$ cat config.mk
export PLATFORM = sky130hd
export DESIGN_NAME = mmio_timer
export DESIGN_NICKNAME = d
export VERILOG_FILES = /design/src/rtl/mmio_timer_pkg.sv /design/src/rtl/mmio_timer_prescaler.sv /design/src/rtl/mmio_timer.sv
export SDC_FILE = /design/constraint.sdc
export NUM_CORES = 1
export LEC_CHECK = 0
export CAP_MARGIN = 10
export CORE_MARGIN = 10
export CORE_UTILIZATION = 54
export DETAILED_ROUTE_END_ITERATION = 10
export PLACE_DENSITY = 0.9
export SYNTH_ARGS = -nofsm -noshare
export SYNTH_HDL_FRONTEND = slang
export SYNTH_SLANG_ARGS = --single-unit
$ cat constraint.sdc
create_clock -name clk_i -period 2.68 [get_ports clk_i]
set_input_delay 0.536 -clock clk_i [delete_from_list [all_inputs] [get_ports clk_i]]
set_output_delay 0.536 -clock clk_i [all_outputs]
set_load 0.02 [all_outputs]
$ cat src/rtl/mmio_timer_pkg.sv
// mmio_timer_pkg
//   Shared definitions for the memory-mapped timer: register offsets within
//   the 32-byte window, CTRL bit positions and the CTRL register layout.
package mmio_timer_pkg;

    // Word offsets inside the window. addr[1:0] is ignored, so these are
    // compared against {addr[4:2], 2'b00}.
    localparam logic [4:0] OFF_CTRL     = 5'h00;
    localparam logic [4:0] OFF_PRESCALE = 5'h04;
    localparam logic [4:0] OFF_COUNT    = 5'h08;
    localparam logic [4:0] OFF_COMPARE  = 5'h0C;
    localparam logic [4:0] OFF_STATUS   = 5'h10;

    // CTRL bit indices.
    localparam int CTRL_EN = 0;
    localparam int CTRL_AR = 1;
    localparam int CTRL_IE = 2;

    // Packed so that {ie, ar, en} lines up with CTRL bits [2:0].
    typedef struct packed {
        logic ie;
        logic ar;
        logic en;
    } ctrl_t;

endpackage

$ cat src/rtl/mmio_timer_prescaler.sv
// timer_prescaler
//   Divides the clock by (div_i + 1) while enabled and emits a one-cycle tick.
//   Ports:
//     clk_i   clock
//     rst_ni  synchronous active-low reset; clears the divider count
//     en_i    count enable; when low the divider count holds
//     clr_i   restart the divider (PRESCALE written); suppresses the tick
//     div_i   divide value; a tick occurs every div_i+1 enabled cycles
//     tick_o  combinational tick, high in the cycle the divider wraps
module timer_prescaler #(
    parameter int PRE_W = 16
) (
    input  logic             clk_i,
    input  logic             rst_ni,
    input  logic             en_i,
    input  logic             clr_i,
    input  logic [PRE_W-1:0] div_i,
    output logic             tick_o
);

    logic [PRE_W-1:0] pre_cnt;

    // A PRESCALE write restarts the divide period, so no tick that cycle.
    assign tick_o = en_i && !clr_i && (pre_cnt == div_i);

    always_ff @(posedge clk_i) begin
        if (!rst_ni) begin
            pre_cnt <= '0;
        end else if (clr_i) begin
            pre_cnt <= '0;
        end else if (en_i) begin
            if (pre_cnt == div_i) begin
                pre_cnt <= '0;
            end else begin
                pre_cnt <= pre_cnt + 1'b1;
            end
        end
    end

endmodule

$ cat src/rtl/mmio_timer.sv
// mmio_timer
//   Word-only memory-mapped timer on the LSU data bus. Loads are answered
//   combinationally in the same cycle; stores take effect at the clock edge.
//   Bus semantics: there is no valid/ready handshake. A store is accepted in
//   exactly the cycle where we_i & hit_o is high; a load is any cycle with
//   hit_o high and the LSU simply samples rdata_o. The bus never stalls.
//   Ports:
//     clk_i    clock
//     rst_ni   synchronous active-low reset
//     addr_i   byte address from the LSU
//     wdata_i  store data
//     we_i     store strobe
//     rdata_o  load data, 0 outside the window
//     hit_o    address falls in the 32-byte window at BASE_ADDR
//     irq_o    level interrupt: STATUS.MATCH & CTRL.IRQ_EN
module mmio_timer
    import mmio_timer_pkg::*;
#(
    parameter logic [31:0] BASE_ADDR = 32'h0000_7040,
    parameter int          PRE_W     = 16
) (
    input  logic        clk_i,
    input  logic        rst_ni,
    input  logic [31:0] addr_i,
    input  logic [31:0] wdata_i,
    input  logic        we_i,
    output logic [31:0] rdata_o,
    output logic        hit_o,
    output logic        irq_o
);

    ctrl_t            ctrl;
    logic [PRE_W-1:0] prescale;
    logic [31:0]      count;
    logic [31:0]      compare;
    logic             match;

    logic [4:0] off;
    logic       wr;
    logic       wr_ctrl, wr_pre, wr_count, wr_cmp, wr_status;
    logic       tick;
    logic       cmp_eq;
    logic       unused_addr_lsb;

    assign hit_o           = (addr_i[31:5] == BASE_ADDR[31:5]);
    assign off             = {addr_i[4:2], 2'b00};
    assign unused_addr_lsb = ^addr_i[1:0];
    assign wr              = we_i && hit_o;

    assign wr_ctrl   = wr && (off == OFF_CTRL);
    assign wr_pre    = wr && (off == OFF_PRESCALE);
    assign wr_count  = wr && (off == OFF_COUNT);
    assign wr_cmp    = wr && (off == OFF_COMPARE);
    assign wr_status = wr && (off == OFF_STATUS);

    // Compare always uses the pre-edge COUNT and COMPARE, so a same-cycle
    // store to either does not affect this cycle's match decision.
    assign cmp_eq = (count == compare);

    timer_prescaler #(.PRE_W(PRE_W)) u_prescaler (
        .clk_i  (clk_i),
        .rst_ni (rst_ni),
        .en_i   (ctrl.en),
        .clr_i  (wr_pre),
        .div_i  (prescale),
        .tick_o (tick)
    );

    always_ff @(posedge clk_i) begin
        if (!rst_ni) begin
            ctrl     <= '0;
            prescale <= '0;
            count    <= '0;
            compare  <= '0;
            match    <= 1'b0;
        end else begin
            // CTRL: a software store overrides the one-shot auto-disable.
            if (wr_ctrl) begin
                ctrl <= ctrl_t'(wdata_i[2:0]);
            end else if (tick && cmp_eq && !ctrl.ar) begin
                ctrl.en <= 1'b0;
            end

            if (wr_pre) begin
                prescale <= wdata_i[PRE_W-1:0];
            end

            if (wr_cmp) begin
                compare <= wdata_i;
            end

            // COUNT: a software store wins over the tick update.
            if (wr_count) begin
                count <= wdata_i;
            end else if (tick) begin
                if (cmp_eq) begin
                    if (ctrl.ar) begin
                        count <= '0;
                    end
                end else begin
                    count <= count + 32'd1;
                end
            end

            // MATCH: setting has priority over write-1-to-clear.
            if (tick && cmp_eq) begin
                match <= 1'b1;
            end else if (wr_status && wdata_i[0]) begin
                match <= 1'b0;
            end
        end
    end

    assign irq_o = match && ctrl.ie;

    always_comb begin
        rdata_o = '0;
        if (hit_o) begin
            case (off)
                OFF_CTRL:     rdata_o = {29'd0, ctrl};
                OFF_PRESCALE: rdata_o = {{(32-PRE_W){1'b0}}, prescale};
                OFF_COUNT:    rdata_o = count;
                OFF_COMPARE:  rdata_o = compare;
                OFF_STATUS:   rdata_o = {31'd0, match};
                default:      rdata_o = '0;
            endcase
        end
    end

endmodule

Word-level counts from Yosys, hierarchy flattened --
Cells that the tools add are included.
Word-level totals: register bits after elaboration 100, input bits 67
Operators by class: $add $sub $neg 2, bitwise gates (word level) 1, reduce and logical (&&, ||, !) cells 20, equality and inequality tests 8, muxes and demuxes 11
Operators by type and width (count):
- $mux 32 | 5
- $pmux 32 s5 | 1
- $add 32x1->32 const B | 1
- $eq 32x32->1 | 1
- $eq 27x10->1 const B | 1
- $add 16x1->16 const B | 1
- $eq 16x16->1 | 1
- $mux 16 | 1
- $logic_and 1x1->1 | 12
- $eq 3x2->1 const B | 2
- $reduce_bool 2->1 | 3
- $logic_not 5->1 | 1
- $mux 1 | 4
- $eq 3x1->1 const B | 1
- $eq 3x3->1 const B | 1
- $ne 3x3->1 const B | 1
- $logic_not 1->1 | 2
- $reduce_and 2->1 | 1
- $reduce_or 2->1 | 1
- $not 1->1 | 1

Logic depth before layout (Yosys ltp) --
Gate-level depths: netlist (run 1).
depth after elaboration 10, mapped depth 10

Modules after synthesis --
A second synthesis (run 1) with hierarchy kept.
Second synthesis, totals: cell total of the unflattened synthesis 748, area, all modules 6102.1 µm²
By module, submodules not included:
- mmio_timer | cells an instance 647, sequential area each 1681.6 µm², instances 1, area an instance 5203.7 µm²
- timer_prescaler | cells an instance 101, sequential area each 320.3 µm², instances 1, area an instance 898.4 µm²

Least setup slack after synthesis (run 1) --
Ideal clock, no wire load.
kind input-to-output, start point in addr_i[10], end point out rdata_o[21], stages on the path 6, path buffers 1, slack -0.207 ns, data arrival time 2.351 ns, required time 2.144 ns, cell sequence nor4b_2 nand4_1 nor3_2 nand2_1 clkbuf_1 nor2_1
On the way: cells in the longest elaborated chain, start to end 2
Ends and longest elaborated chain:
- from (decl) | RTL line mmio_timer.sv:24 | input logic [31:0] addr_i,
- $eq 27x10->1 | RTL line mmio_timer.sv:45 | assign hit_o = (addr_i[31:5] == BASE_ADDR[31:5]);
- via hit_o | RTL line mmio_timer.sv:28 | output logic hit_o,
- $mux 32 | RTL line mmio_timer.sv:118 | if (hit_o) begin
- to (decl) | RTL line mmio_timer.sv:27 | output logic [31:0] rdata_o,
The timed path passes the listed nets, and every way through them passes these cells.

Final worst setup path (run 1) --
start point in addr_i[17], end point out rdata_o[29]
On the way: cells in the longest elaborated chain, start to end 2
Ends and longest elaborated chain (RTL line):
- $eq 27x10->1 | mmio_timer.sv:45
- $mux 32 | mmio_timer.sv:118
No other way between the ends.

==> flow_summary.ini, run 1 <==
[global_route]
grt_pass1_wl_mm = 34.5
antenna_found_initial = 0
grt-ovfl-total = 0
grt_start_max_net_pins = 60
track_usage_pct = 26.4
grt_pass1_vias = 6700

[status]
outcome = finished with violations
failed_checks = design-rule violations

[synthesis]
ys_ff_latch = 100
synth_flop_cell = dfxtp_1
synth_mux_area_share_pct = 4.12
synthDistinctLibCells = 58
synth_simple_gate_area_share_pct = 29.1
synth_area_mm2 = 0.00589
synth_most_common_cell = nand2_1
synth_area_leaders = dfxtp_1 (34%), nand2_1 (8.7%), xnor2_1 (8.5%)
synth_nets = 846
yosys_warnings = 0
syn_avg_cell_area_um2 = 7.58
synth_commonest_cells = nand2_1 (137), dfxtp_1 (100), a21oi_1 (73)
synth_xor_area_share_pct = 9.82
synth-async-reset-ratio_pct = 0
yosys.area_share.adder_pct = 0.425
yosysTopAreaCellShare_pct = 34.0
yosysSeqAreaShare_pct = 34.0
synth_top_family_by_area = simple AND/OR/NAND/NOR gates
synth_enable_flop_cells = 0
synth-compound-area-share_pct = 17.4
postSynthCellCount = 777
yosys.area.top_type = dfxtp_1

[drt]
wl_per_cell_um = 21.0
first_pass_iters = 11
drt_iter0_drc = 1109
vias = 6821
via_per_inst = 6.49
drc_errors = 2
antenna_left = 0
totalWireLength_mm = 22.1

[clocking]
clk_latency_ns = 0.38
htreeDepth = 3
cts_num_sinks = 100
numCtsBuffers = 9
cts_tree = yes
cts-hold-fix-buffers = 0
clk_pin_slew_ns = 0.10
clock_path_buffers = 2
cts_root_buf = clkbuf_8

[placement]
place.detailed.hpwl_mm = 14.1
postPlaceCellArea_mm2 = 0.00753
gp_congestion = 0.928
place_ws_ns = -0.697
portBuffers = 98
placed_cells_incl_taps = 1028

[floorplanning]
rows = 38
io_pins = 101
initial_utilization_pct = 54.8
dieArea_mm2 = 0.0155
core_area_mm2 = 0.0107
die_w_um = 124
die_h_um = 124

[sta]
post-route-period-util_pct = 99.4
fin_ws_ns = 0.0172
fmaxAchievable_mhz = 376
min_period_ns = 2.66
finalHoldViolCount = 0
finalSetupViolations = 0
tightest_slew_ns = 0.657
report.final.slew_viol_count = 0
slew_headroom_pct = 56.2
skew_ns = 0.0113

[min_path]
hold_path.class = flip-flop to flip-flop

[critical_path]
cp-start-kind = primary input
cp.required_ns = 2.14
cp.arrival_ns = 2.13
endpoint_kind = output pin
path_max_fanout = 8
critPathKind = primary input to output pin

[finish]
syn2layout_area_growth_pct = 38.2
diodes = 0
design_area_mm2 = 0.00814
fin_util_pct = 75.7
drive_gt1_share_pct = 22.8
finalNetCount = 975
fillers = 709
multi_input_area_mm2 = 0.00389
final_cells = 1051
regArea_mm2 = 0.00200

[run]
drv_cap = 0

[pwr]
irDropWorstVdd_v = 0.000219
power_density_mw_per_mm2 = 348
p_leak_nw = 2.84
[final timing paths]
kind | startpoint | end | slack (ns) | cells after the start
worst min-delay path | compare[8] | compare[8] | 0.49 | 2
worst min register to register | compare[8] | compare[8] | 0.49 | 2
worst max register to register | count[18] | count[21] | 0.10 | 8
worst max-delay path | addr_i[17] | rdata_o[29] | 0.02 | 9
[cell families after synthesis]
group / Yosys count
multiplexers: 20
buffers and inverters: 75
XOR/XNOR: 66
adder cells (fa/ha/maj): 2
flip-flops: 100
AND/OR/NAND/NOR: 349
AO/OA/AOI/OAI: 165
[repair_timing]
| item | 4_1_cts | 5_1_grt |
|---|---|---|
| pin swaps | 19 | 12 |
| buffers inserted | 3 | 0 |
| resized for setup | 264 | 33 |
| endpoints found under the setup margin | 55 | 64 |
| gates cloned | 4 | 0 |
[stage by stage]
stage               TNS, ns  total power [mW]  hold slack [ns]
floorplan            -0.779              1.58            0.454
global placement     -33.69              1.74            0.470
detailed placement   -39.14              1.74            0.477
CTS                 -0.0241              2.81            0.489
global route         -0.241              2.88            0.515
finish                    0              2.83            0.491
[power breakdown]
group | leakage [nW] | total, mW | internal (mW) | switching (mW)
combinational | 1.93 | 0.236 | 0.123 | 0.113
sequential | 0.805 | 1.48 | 1.48 | 0.0000000387
clock | 0.107 | 1.11 | 0.532 | 0.579
total | 2.84 | 2.83 | 2.14 | 0.692
[area by class of cell]
class	count	share of cell area, %
clock buffer	9	1.52
clock inverter	7	1.23
inverter	11	0.507
multi-input combinational	602	47.8
sequential	100	24.6
tap	140	2.15
timing repair buffer	182	22.2
[cell usage in the layout, fill, tap and decap left out, types with 9 or more instances in the layout]
cell type and instances:
nand4_1 34, o21ai_0 18, a22oi_1 42, mux2_2 14, nor2_1 43, and2_1 10
a21oi_1 73, and3_1 9, dfxtp_1 100, or3_1 11, nand2_1 135, clkdlybuf4s50_1 37
nand3_1 31, buf_6 27, nor2_4 20, dlygate4sd2_1 10, buf_4 76, clkbuf_8 9
buf_12 10, inv_1 10, xor2_1 9, xnor2_1 56
[flip-flops by register name, summed over array words and instances (netlist names)]
signal               cells
match                    1
compare                 32
u_prescaler.pre_cnt     16
ctrl                     3
prescale                16
count                   32
[worst max-delay path: stages]
cell and delay (ns):
dlygate4sd2_1 0.25, nor4_2 0.27, nand4_2 0.17, nor3_4 0.20, buf_6 0.15, nand2_8 0.08, buf_16 0.20, nor2_4 0.12
buf_6 0.12
[metal layers]
metal  track usage, %  vias up  part of all wire [%]
met5                0        -                     0
met4             12.7        0                   5.7
met3             8.00      140                    12
met2             43.8      551                    47
met1             30.1     3156                    35
li1                 -     2974                     -
Note: power is estimated with default switching activity, not from simulation.
==> inputs of run 2 (changes only) <==
Settings changed: GPL_ROUTABILITY_DRIVEN from default to 0.
==> results of run 2 <==
Same layout as run 1: the final DEF is identical, and so are final timing and power.
